File: config.mk
export PLATFORM = sky130hd
export DESIGN_NAME = fp_mul_normalize_flat
export DESIGN_NICKNAME = d
export VERILOG_FILES = /design/src/rtl/fp_mul_normalize_pkg.sv /design/src/rtl/fp_mul_normalize_if.sv /design/src/rtl/fp_mul_normalize_rne_round.sv /design/src/rtl/fp_mul_normalize.sv /design/src/flat_wrapper.sv
export SDC_FILE = /design/constraint.sdc
export NUM_CORES = 1
export LEC_CHECK = 0
export ABC_CLOCK_PERIOD_IN_PS = 9200
export BUFFER_PORTS_ARGS = -buffer_cell sky130_fd_sc_hd__buf_2
export CAP_MARGIN = 20
export CELL_PAD_IN_SITES_DETAIL_PLACEMENT = 0
export CELL_PAD_IN_SITES_GLOBAL_PLACEMENT = 1
export CORE_ASPECT_RATIO = 1.1
export CORE_MARGIN = 5
export CORE_UTILIZATION = 40
export DETAILED_ROUTE_END_ITERATION = 8
export HOLD_SLACK_MARGIN = 0.15
export PLACE_DENSITY = 0.76
export SLEW_MARGIN = 20
export SYNTH_ARGS = -nofsm -noshare
export SYNTH_HDL_FRONTEND = slang
export SYNTH_SLANG_ARGS = --single-unit
File: constraint.sdc
create_clock -name clk -period 9.2 [get_ports clk]
set_input_delay 2.3 -clock clk [delete_from_list [all_inputs] [get_ports clk]]
set_output_delay 2.3 -clock clk [all_outputs]
set_load 0.01 [all_outputs]
File: src/rtl/fp_mul_normalize_pkg.sv
// Shared floating-point constants and state/class encodings for the multiplier and adder back ends.
// Pure declarations: no timing or flow control of its own.
package fp_pkg;

    localparam int EXP_W    = 8;
    localparam int FRAC_W   = 23;
    localparam int RAWEXP_W = 10;
    localparam int MANT_W   = 2 * (FRAC_W + 1);

    localparam int          BIAS    = 127;
    localparam int          EXP_MAX = 255;
    localparam logic [31:0] QNAN    = 32'h7FC00000;

    typedef enum logic [2:0] {
        IDLE,
        NORM,
        ROUND,
        CHECK,
        SPECIAL,
        DONE
    } norm_state_t;

    typedef enum logic [1:0] {
        FP_NORMAL,
        FP_ZERO,
        FP_INF,
        FP_NAN
    } fp_special_t;

endpackage

File: src/rtl/fp_mul_normalize_if.sv
// Request/result bundle between the multiplier datapath and the normalise stage.
// master = upstream producer, slave = fp_mul_normalize.
interface fp_mul_normalize_if #(
    parameter int EXP_W    = 8,
    parameter int FRAC_W   = 23,
    parameter int RAWEXP_W = 10
);
    localparam int MANT_W = 2 * (FRAC_W + 1);

    logic                       norm_start;
    logic                       raw_sign;
    logic signed [RAWEXP_W-1:0] raw_exp;
    logic [MANT_W-1:0]          raw_mant;
    logic [1:0]                 raw_special;

    logic [EXP_W+FRAC_W:0]      norm_result;
    logic                       norm_done;
    logic                       norm_busy;
    logic                       norm_overflow;
    logic                       norm_underflow;
    logic                       norm_inexact;

    modport master (
        output norm_start, raw_sign, raw_exp, raw_mant, raw_special,
        input  norm_result, norm_done, norm_busy, norm_overflow, norm_underflow, norm_inexact
    );

    modport slave (
        input  norm_start, raw_sign, raw_exp, raw_mant, raw_special,
        output norm_result, norm_done, norm_busy, norm_overflow, norm_underflow, norm_inexact
    );
endinterface

File: src/rtl/fp_mul_normalize_rne_round.sv
// Round-to-nearest-even on a fraction with guard/round/sticky; purely combinational.
// carry_o means the implicit-one significand rolled over to 2.0 (frac_o is then zero).
module rne_round #(
    parameter int FRAC_W = 23
) (
    input  logic [FRAC_W-1:0] frac_i,
    input  logic              g_i,
    input  logic              r_i,
    input  logic              s_i,
    output logic [FRAC_W-1:0] frac_o,
    output logic              carry_o,
    output logic              inexact_o
);
    logic inc;

    // {1,frac}+inc overflows exactly when frac itself carries out, so the hidden one is implicit.
    always_comb begin
        inc                = g_i & (r_i | s_i | frac_i[0]);
        {carry_o, frac_o}  = {1'b0, frac_i} + {{FRAC_W{1'b0}}, inc};
        inexact_o          = g_i | r_i | s_i;
    end
endmodule

File: src/rtl/fp_mul_normalize.sv
// Normalise, round (RNE) and range-check a raw single-precision product; 5-cycle FSM, special operands 3 cycles.
// No backpressure: a start arriving while busy is dropped, results hold until the next capture.
module fp_mul_normalize
    import fp_pkg::*;
#(
    parameter int EXP_W    = 8,
    parameter int FRAC_W   = 23,
    parameter int RAWEXP_W = 10
) (
    input logic          clk,
    input logic          n_rst,
    fp_mul_normalize_if.slave bus
);
    localparam int PROD_W = 2 * (FRAC_W + 1);
    localparam logic signed [RAWEXP_W-1:0] EXP_ONE  = RAWEXP_W'(1);
    localparam logic signed [RAWEXP_W-1:0] EXP_ZERO = '0;
    localparam logic signed [RAWEXP_W-1:0] EXP_SAT  = RAWEXP_W'(EXP_MAX);

    norm_state_t                state_q, state_d;
    logic                       sign_q;
    logic signed [RAWEXP_W-1:0] exp_q;
    logic [PROD_W-1:0]          mant_q;
    fp_special_t                spec_q;
    logic [FRAC_W-1:0]          frac_q;
    logic                       g_q, r_q, s_q;
    logic [EXP_W+FRAC_W:0]      result_q;
    logic                       done_q, ovf_q, unf_q, inx_q;

    logic [PROD_W-3:0]          shifted;
    logic                       dropped;
    logic [FRAC_W-1:0]          rnd_frac;
    logic                       rnd_carry, rnd_inexact;

    // Hidden one lands on bit 46 after the optional shift; only the bits below it matter.
    always_comb begin
        shifted = mant_q[PROD_W-1] ? mant_q[PROD_W-2:1] : mant_q[PROD_W-3:0];
        dropped = mant_q[PROD_W-1] & mant_q[0];
    end

    rne_round #(.FRAC_W(FRAC_W)) u_round (
        .frac_i    (frac_q),
        .g_i       (g_q),
        .r_i       (r_q),
        .s_i       (s_q),
        .frac_o    (rnd_frac),
        .carry_o   (rnd_carry),
        .inexact_o (rnd_inexact)
    );

    always_ff @(posedge clk or posedge n_rst) begin
        if (n_rst) state_q <= IDLE;
        else       state_q <= state_d;
    end

    always_comb begin
        state_d = state_q;
        case (state_q)
            IDLE:    if (bus.norm_start)
                         state_d = (fp_special_t'(bus.raw_special) != FP_NORMAL) ? SPECIAL : NORM;
            NORM:    state_d = ROUND;
            ROUND:   state_d = CHECK;
            CHECK:   state_d = DONE;
            SPECIAL: state_d = DONE;
            DONE:    state_d = IDLE;
            default: state_d = IDLE;
        endcase
    end

    always_ff @(posedge clk or posedge n_rst) begin
        if (n_rst) begin
            sign_q   <= 1'b0;
            exp_q    <= '0;
            mant_q   <= '0;
            spec_q   <= FP_NORMAL;
            frac_q   <= '0;
            g_q      <= 1'b0;
            r_q      <= 1'b0;
            s_q      <= 1'b0;
            result_q <= '0;
            done_q   <= 1'b0;
            ovf_q    <= 1'b0;
            unf_q    <= 1'b0;
            inx_q    <= 1'b0;
        end else begin
            done_q <= (state_q == DONE);
            case (state_q)
                IDLE: if (bus.norm_start) begin
                    sign_q <= bus.raw_sign;
                    exp_q  <= bus.raw_exp;
                    mant_q <= bus.raw_mant;
                    spec_q <= fp_special_t'(bus.raw_special);
                    ovf_q  <= 1'b0;
                    unf_q  <= 1'b0;
                    inx_q  <= 1'b0;
                end
                NORM: begin
                    if (mant_q[PROD_W-1]) exp_q <= exp_q + EXP_ONE;
                    frac_q <= shifted[PROD_W-3 -: FRAC_W];
                    g_q    <= shifted[FRAC_W-1];
                    r_q    <= shifted[FRAC_W-2];
                    s_q    <= (|shifted[FRAC_W-3:0]) | dropped;
                end
                ROUND: begin
                    frac_q <= rnd_frac;
                    if (rnd_carry) exp_q <= exp_q + EXP_ONE;
                    inx_q  <= rnd_inexact;
                end
                CHECK: begin
                    if (exp_q >= EXP_SAT) begin
                        result_q <= {sign_q, {EXP_W{1'b1}}, {FRAC_W{1'b0}}};
                        ovf_q    <= 1'b1;
                    end else if (exp_q <= EXP_ZERO) begin
                        result_q <= {sign_q, {(EXP_W+FRAC_W){1'b0}}};
                        unf_q    <= 1'b1;
                    end else begin
                        result_q <= {sign_q, exp_q[EXP_W-1:0], frac_q};
                    end
                end
                SPECIAL: begin
                    case (spec_q)
                        FP_ZERO: result_q <= {sign_q, {(EXP_W+FRAC_W){1'b0}}};
                        FP_INF:  result_q <= {sign_q, {EXP_W{1'b1}}, {FRAC_W{1'b0}}};
                        default: result_q <= QNAN;
                    endcase
                end
                default: ;
            endcase
        end
    end

    assign bus.norm_result    = result_q;
    assign bus.norm_done      = done_q;
    assign bus.norm_busy      = (state_q != IDLE);
    assign bus.norm_overflow  = ovf_q;
    assign bus.norm_underflow = unf_q;
    assign bus.norm_inexact   = inx_q;
endmodule

File: src/flat_wrapper.sv
// flat-port wrapper written by rule: the top's interface ports become plain ports
module fp_mul_normalize_flat import fp_pkg::*;
#(
    parameter int EXP_W    = 8,
    parameter int FRAC_W   = 23,
    parameter int RAWEXP_W = 10
)
  (clk, n_rst, bus_norm_start, bus_raw_sign, bus_raw_exp, bus_raw_mant, bus_raw_special, bus_norm_result, bus_norm_done, bus_norm_busy, bus_norm_overflow, bus_norm_underflow, bus_norm_inexact);
  fp_mul_normalize_if #(.EXP_W(EXP_W), .FRAC_W(FRAC_W), .RAWEXP_W(RAWEXP_W)) bus_i ();
  input logic clk;
  input logic n_rst;
  input wire logic [$bits(bus_i.norm_start)-1:0] bus_norm_start;
  input wire logic [$bits(bus_i.raw_sign)-1:0] bus_raw_sign;
  input wire logic [$bits(bus_i.raw_exp)-1:0] bus_raw_exp;
  input wire logic [$bits(bus_i.raw_mant)-1:0] bus_raw_mant;
  input wire logic [$bits(bus_i.raw_special)-1:0] bus_raw_special;
  output wire logic [$bits(bus_i.norm_result)-1:0] bus_norm_result;
  output wire logic [$bits(bus_i.norm_done)-1:0] bus_norm_done;
  output wire logic [$bits(bus_i.norm_busy)-1:0] bus_norm_busy;
  output wire logic [$bits(bus_i.norm_overflow)-1:0] bus_norm_overflow;
  output wire logic [$bits(bus_i.norm_underflow)-1:0] bus_norm_underflow;
  output wire logic [$bits(bus_i.norm_inexact)-1:0] bus_norm_inexact;
  assign bus_i.norm_start = bus_norm_start;
  assign bus_i.raw_sign = bus_raw_sign;
  assign bus_i.raw_exp = bus_raw_exp;
  assign bus_i.raw_mant = bus_raw_mant;
  assign bus_i.raw_special = bus_raw_special;
  assign bus_norm_result = bus_i.norm_result;
  assign bus_norm_done = bus_i.norm_done;
  assign bus_norm_busy = bus_i.norm_busy;
  assign bus_norm_overflow = bus_i.norm_overflow;
  assign bus_norm_underflow = bus_i.norm_underflow;
  assign bus_norm_inexact = bus_i.norm_inexact;
  fp_mul_normalize #(.EXP_W(EXP_W), .FRAC_W(FRAC_W), .RAWEXP_W(RAWEXP_W)) u_core (.clk(clk), .n_rst(n_rst), .bus(bus_i));
endmodule
# --- After elaboration in Yosys (flattened, before gate mapping) ---
# Index checks and enable logic that the tools add are counted.
totals:
  reg_bits: 126
  wordCells: 73
  out_inout_bits: 37
  input_bits: 64
op_classes:
  bitwise: 7
  n_addsub: 2
  n_eq_ne: 13
  n_mux: 20
  order_cmp: 2
  n_reduce_logical: 15
ops:
  columns: ["op", "n"]
  rows:
  - ["$pmux W32 S2", 2]
  - ["$mux W31", 2]
  - ["$mux W46", 1]
  - ["$pmux W23 S2", 1]
  - ["$mux W10", 3]
  - ["$pmux W10 S3", 1]
  - ["$add A23 B1 Y24", 1]
  - ["$reduce_or A21 Y1", 1]
  - ["$pmux W3 S4", 1]
  - ["$add A10 B2 Y10 const B", 1]
  - ["$ge A10 B9 Y1 const B", 1]
  - ["$le A10 B1 Y1 const B", 1]
  - ["$reduce_bool A2 Y1", 5]
  - ["$ne A2 B1 Y1 const B", 4]
  - ["$reduce_and A4 Y1", 2]
  - ["$eq A3 B2 Y1 const B", 2]
  - ["$eq A3 B3 Y1 const B", 2]
  - ["$mux W3", 2]
  - ["$pmux W1 S2", 3]
  - ["$reduce_bool A3 Y1", 2]
  - ["$or A1 B1 Y1", 5]
  - ["$mux W1", 4]
  - ["$ne A2 B2 Y1 const B", 2]
  - ["$reduce_and A2 Y1", 2]
  - ["other kinds (7)", 8]

# --- Logic depth before layout (Yosys ltp) ---
depth:
  word_depth: 6
  mapped_depth: 9
  ltp_nobuf: 7

# --- Hierarchy ---
# Synthesis repeated with hierarchy kept, for this count alone.
hier_totals:
  hier_cells: 571
  area_unflattened_um2: 6309.8
modules_own_cells:
  columns: ["module", "area_each_um2", "n_inst", "cells_each", "seq_area_each_um2"]
  rows:
  - ["fp_mul_normalize", 5804.3, 1, 499, 3153.0]
  - ["rne_round", 505.5, 1, 72, 0.0]

# --- Worst setup path before layout ---
# OpenSTA, ideal clock, no wires.
synth_path:
  kind: "reg-to-output"
  startpoint: "reg u_core.state_q[0]"
  endpoint: "out bus_norm_busy"
  path_slack_ns: 5.899
  t_arrival_ns: 1.001
  path_buffers: 2
  path_stages_with_launch: 5
  required_ns: 6.900
  cell_sequence: "dfrtp_1 buf_2 buf_2 nor3_1 inv_1"
synth_between:
  elab_chain_len: 1
synth_lines:
  columns: ["item", "line", "text"]
  rows:
  - ["start: declaration", "fp_mul_normalize.sv:19", "norm_state_t state_q, state_d;"]
  - ["start signal: assignment", "fp_mul_normalize.sv:52", "else state_q <= state_d;"]
  - ["$reduce_bool A3 Y1", "fp_mul_normalize.sv:133", "assign bus.norm_busy = (state_q != IDLE);"]
  - ["end: declaration", "flat_wrapper.sv:19", "output wire logic [$bits(bus_i.norm_busy)-1:0] bus_norm_busy;"]
# Every way passes these cells.

# --- Worst setup path after layout ---
# Ends and elaborated chain as after synthesis.

==> results.json <==
{
  "worst-path-buf-inv": 2,
  "h-tree-depth": 4,
  "finalNetCount": 796,
  "drc_errors": 0,
  "grtUsageTotal_pct": 17.6,
  "worst_pin_slew_ps": 1000,
  "grt.overflow.total": 0,
  "cts-buffers-inserted": 17,
  "drt_iter0_markers": 405,
  "cts.clk_slew.worst_paths_ps": 50,
  "synthTopCellsByArea": "dfrtp_1 52%, nand2_1 11%, a22o_1 3.2%, a211oi_1 2.7%, o21ai_0 2.5%",
  "max-cap-violations": 0,
  "yosysMostFrequentCell": "nand2_1",
  "path_cells": "nor3_1 -> inv_1 -> buf_2",
  "via_per_inst": 5.25,
  "antenna_found_initial": 0,
  "wire_per_inst_um": 16.0,
  "crit_arrival_ps": 1570,
  "area_delta_synth_final_pct": 19.2,
  "crit_path_end_kind": "output pin",
  "tns_ps": 0,
  "vias": 4911,
  "cp_slowest_cell": "dfrtp_1",
  "max_freq_mhz": 259,
  "clock_path_buffers": 2,
  "synth_seq_area_share_pct": 51.9,
  "finalHoldViolCount": 0,
  "worstSkewPairLatency_ps": 420,
  "syn_nets": 717,
  "die-width_um": 128,
  "finalClockSkew_ps": 6.65,
  "rsz0062_at_grt": "no",
  "synth_top_area_cell": "dfrtp_1",
  "synthCells": 648,
  "yosysWarningCount": 0,
  "gp_congestion": 0.849,
  "io_buffer_count": 100,
  "avgSynthCellArea_sq_um": 9.38,
  "cts_sinks": 126,
  "outcome": "completed",
  "holdWs_ps": 477,
  "synth_seq_cells": 126,
  "max-vdd-ir-drop_mv": 0.149,
  "cts_resized": 0,
  "period_share_pct": 42.0,
  "grt_pass1_wl_um": 25200,
  "cts-root-buf": "clkbuf_16",
  "start_util_pct": 40.5,
  "maxSlewViolCount": 0,
  "synth_ff_type": "dfrtp_1",
  "syn_area_sq_mm": 0.00608,
  "utilization_pct": 48.3,
  "synth_edf_count": 0,
  "postCtsHoldBufs": 0,
  "crit_family": "flip-flops",
  "hold_class": "register to register",
  "layoutNonFillerInstCount": 936,
  "grt_pass1_vias": 4845,
  "fp-row-count": 47,
  "synth_top_area_share_pct": 51.9,
  "diodes": 0,
  "hpwl_um": 10300,
  "drt-pass1-iter-count": 6,
  "ys_types": 58,
  "worstPathRequired_ps": 6900,
  "startpoint_type": "register",
  "worst_slack_ps": 5330,
  "async_reset_ff_share_pct": 100,
  "drt.antenna.violating_nets": 0,
  "dp_cells": 903,
  "grt_start_max_net_pins": 72,
  "pre_cts_ws_ps": 5350,
  "drive_gt1_share_pct": 20.8,
  "cp_max_fo": 16,
  "slowest_delay_ps": 560,
  "core_sq_mm": 0.0150,
  "dieArea_sq_mm": 0.0178,
  "fin_crit_ps": 3870,
  "die_h_um": 139,
  "critPathKind": "register to output pin",
  "maxSlewHeadroom_pct": 33.2,
  "post_dp_cell_area_sq_mm": 0.00668,
  "ys_top_cells_by_count": "182 x nand2_1, 126 x dfrtp_1, 30 x o21ai_0, 27 x nor2_1, 23 x clkbuf_1",
  "p_leak_nw": 3.46,
  "power_density_mw_per_mm2": 376,
  "power.total_mw": 2.72,
  "io_pins": 101,
  "detail_route.wirelength_um": 15000,
  "finalSetupViolations": 0,
  "tritoncts": "done",
  "final_area_sq_mm": 0.00724,
  "postCtsSetupBuffers": 0
}
==> power breakdown <==
| group | switching [mW] | total [mW] | leakage, nW | internal (mW) |
|---|---|---|---|---|
| sequential | 0.276 | 1.10 | 1.57 | 0.825 |
| combinational | 0.566 | 0.995 | 1.62 | 0.428 |
| clock | 0.231 | 0.628 | 0.281 | 0.397 |
| total | 1.07 | 2.72 | 3.46 | 1.65 |
==> final timing paths <==
path / startpoint / cells past startpoint / endpoint / slack [ps]
max: u_core.state_q[0] / 3 / bus_norm_busy / 5330
min: u_core.mant_q[19] / 2 / u_core.mant_q[19] / 480
max reg2reg: u_core.state_q[0] / 6 / u_core.exp_q[9] / 6410
min reg2reg: u_core.mant_q[19] / 2 / u_core.mant_q[19] / 480
max in group asynchronous: n_rst / 3 / u_core.frac_q[11] / 5870
min in group asynchronous: n_rst / 2 / u_core.mant_q[13] / 2060
==> metal layers <==
layer / vias up / routed length, um / track usage, % / part of all wire [%]
met5: - / 0 / 0 / 0
met4: 0 / 176 / 4.57 / 1.2
met3: 17 / 819 / 5.48 / 5.5
met2: 120 / 6590 / 25.1 / 44
met1: 2314 / 7400 / 26.1 / 49
li1: 2460 / - / - / -
==> area by class of cell <==
class,count,area [sq um]
flip-flops and latches,126,3150
repair buffers,106,549
multi-input cells,468,2710
fillers,1435,7750
well taps,196,245
inverters,8,32.5
clock inverters,7,60.1
clock buffers,25,495
==> sequential cells by signal, indices dropped and copies added, names as in the netlist <==
signal and flops:
u_core.mant_q 48, u_core.bus.norm_underflow 1, u_core.spec_q 2, u_core.bus.norm_overflow 1, u_core.bus.norm_result 32, u_core.r_q 1, u_core.frac_q 23, u_core.state_q 3
u_core.bus.norm_done 1, u_core.g_q 1, u_core.sign_q 1, u_core.exp_q 10, u_core.bus.norm_inexact 1, u_core.s_q 1
==> cell usage in the layout, fill, tap and decap left out, types with 3 or more instances in the layout <==
cell	synthesis	layout
mux2_2	7	7
o21ai_0	30	30
a21oi_1	19	18
a21o_1	3	3
nor3b_1	4	4
nand4_1	11	11
a221o_1	4	4
nor4_1	6	6
nand3_1	13	13
nor2b_1	12	12
buf_2	19	100
nand2_1	182	182
clkbuf_8	0	4
clkbuf_1	23	4
ha_1	5	5
nand2b_1	5	5
a311oi_1	6	6
nor2_1	27	27
a211oi_1	22	22
and4_1	4	4
and2_1	4	3
clkbuf_16	0	17
o31a_1	5	5
clkinv_2	0	6
mux2i_1	14	14
o22ai_1	4	4
nor3_1	11	11
o211ai_1	7	7
inv_1	8	7
buf_4	3	5
and3_1	5	5
a22o_1	22	22
dfrtp_1	126	126
==> kinds of logic after synthesis <==
logic type / after synthesis / share of synthesized area, %
buffers and inverters: 54 / 3.91
AOI/OAI and AO/OA: 141 / 16.5
adders and majority gates: 5 / 1.03
xor gates and xnor gates: 2 / 0.288
and+or+nand+nor: 299 / 22.8
muxes: 21 / 3.60
DFF: 126 / 51.9
==> worst register-to-register path, stage by stage (launching register included) <==
cell and delay (ps):
dfrtp_1 560, xor2_1 240, nand2b_1 550, inv_1 520
and3_1 300, or4_1 400, a21oi_1 150
No activity file was read; power rests on OpenSTA's default activity.
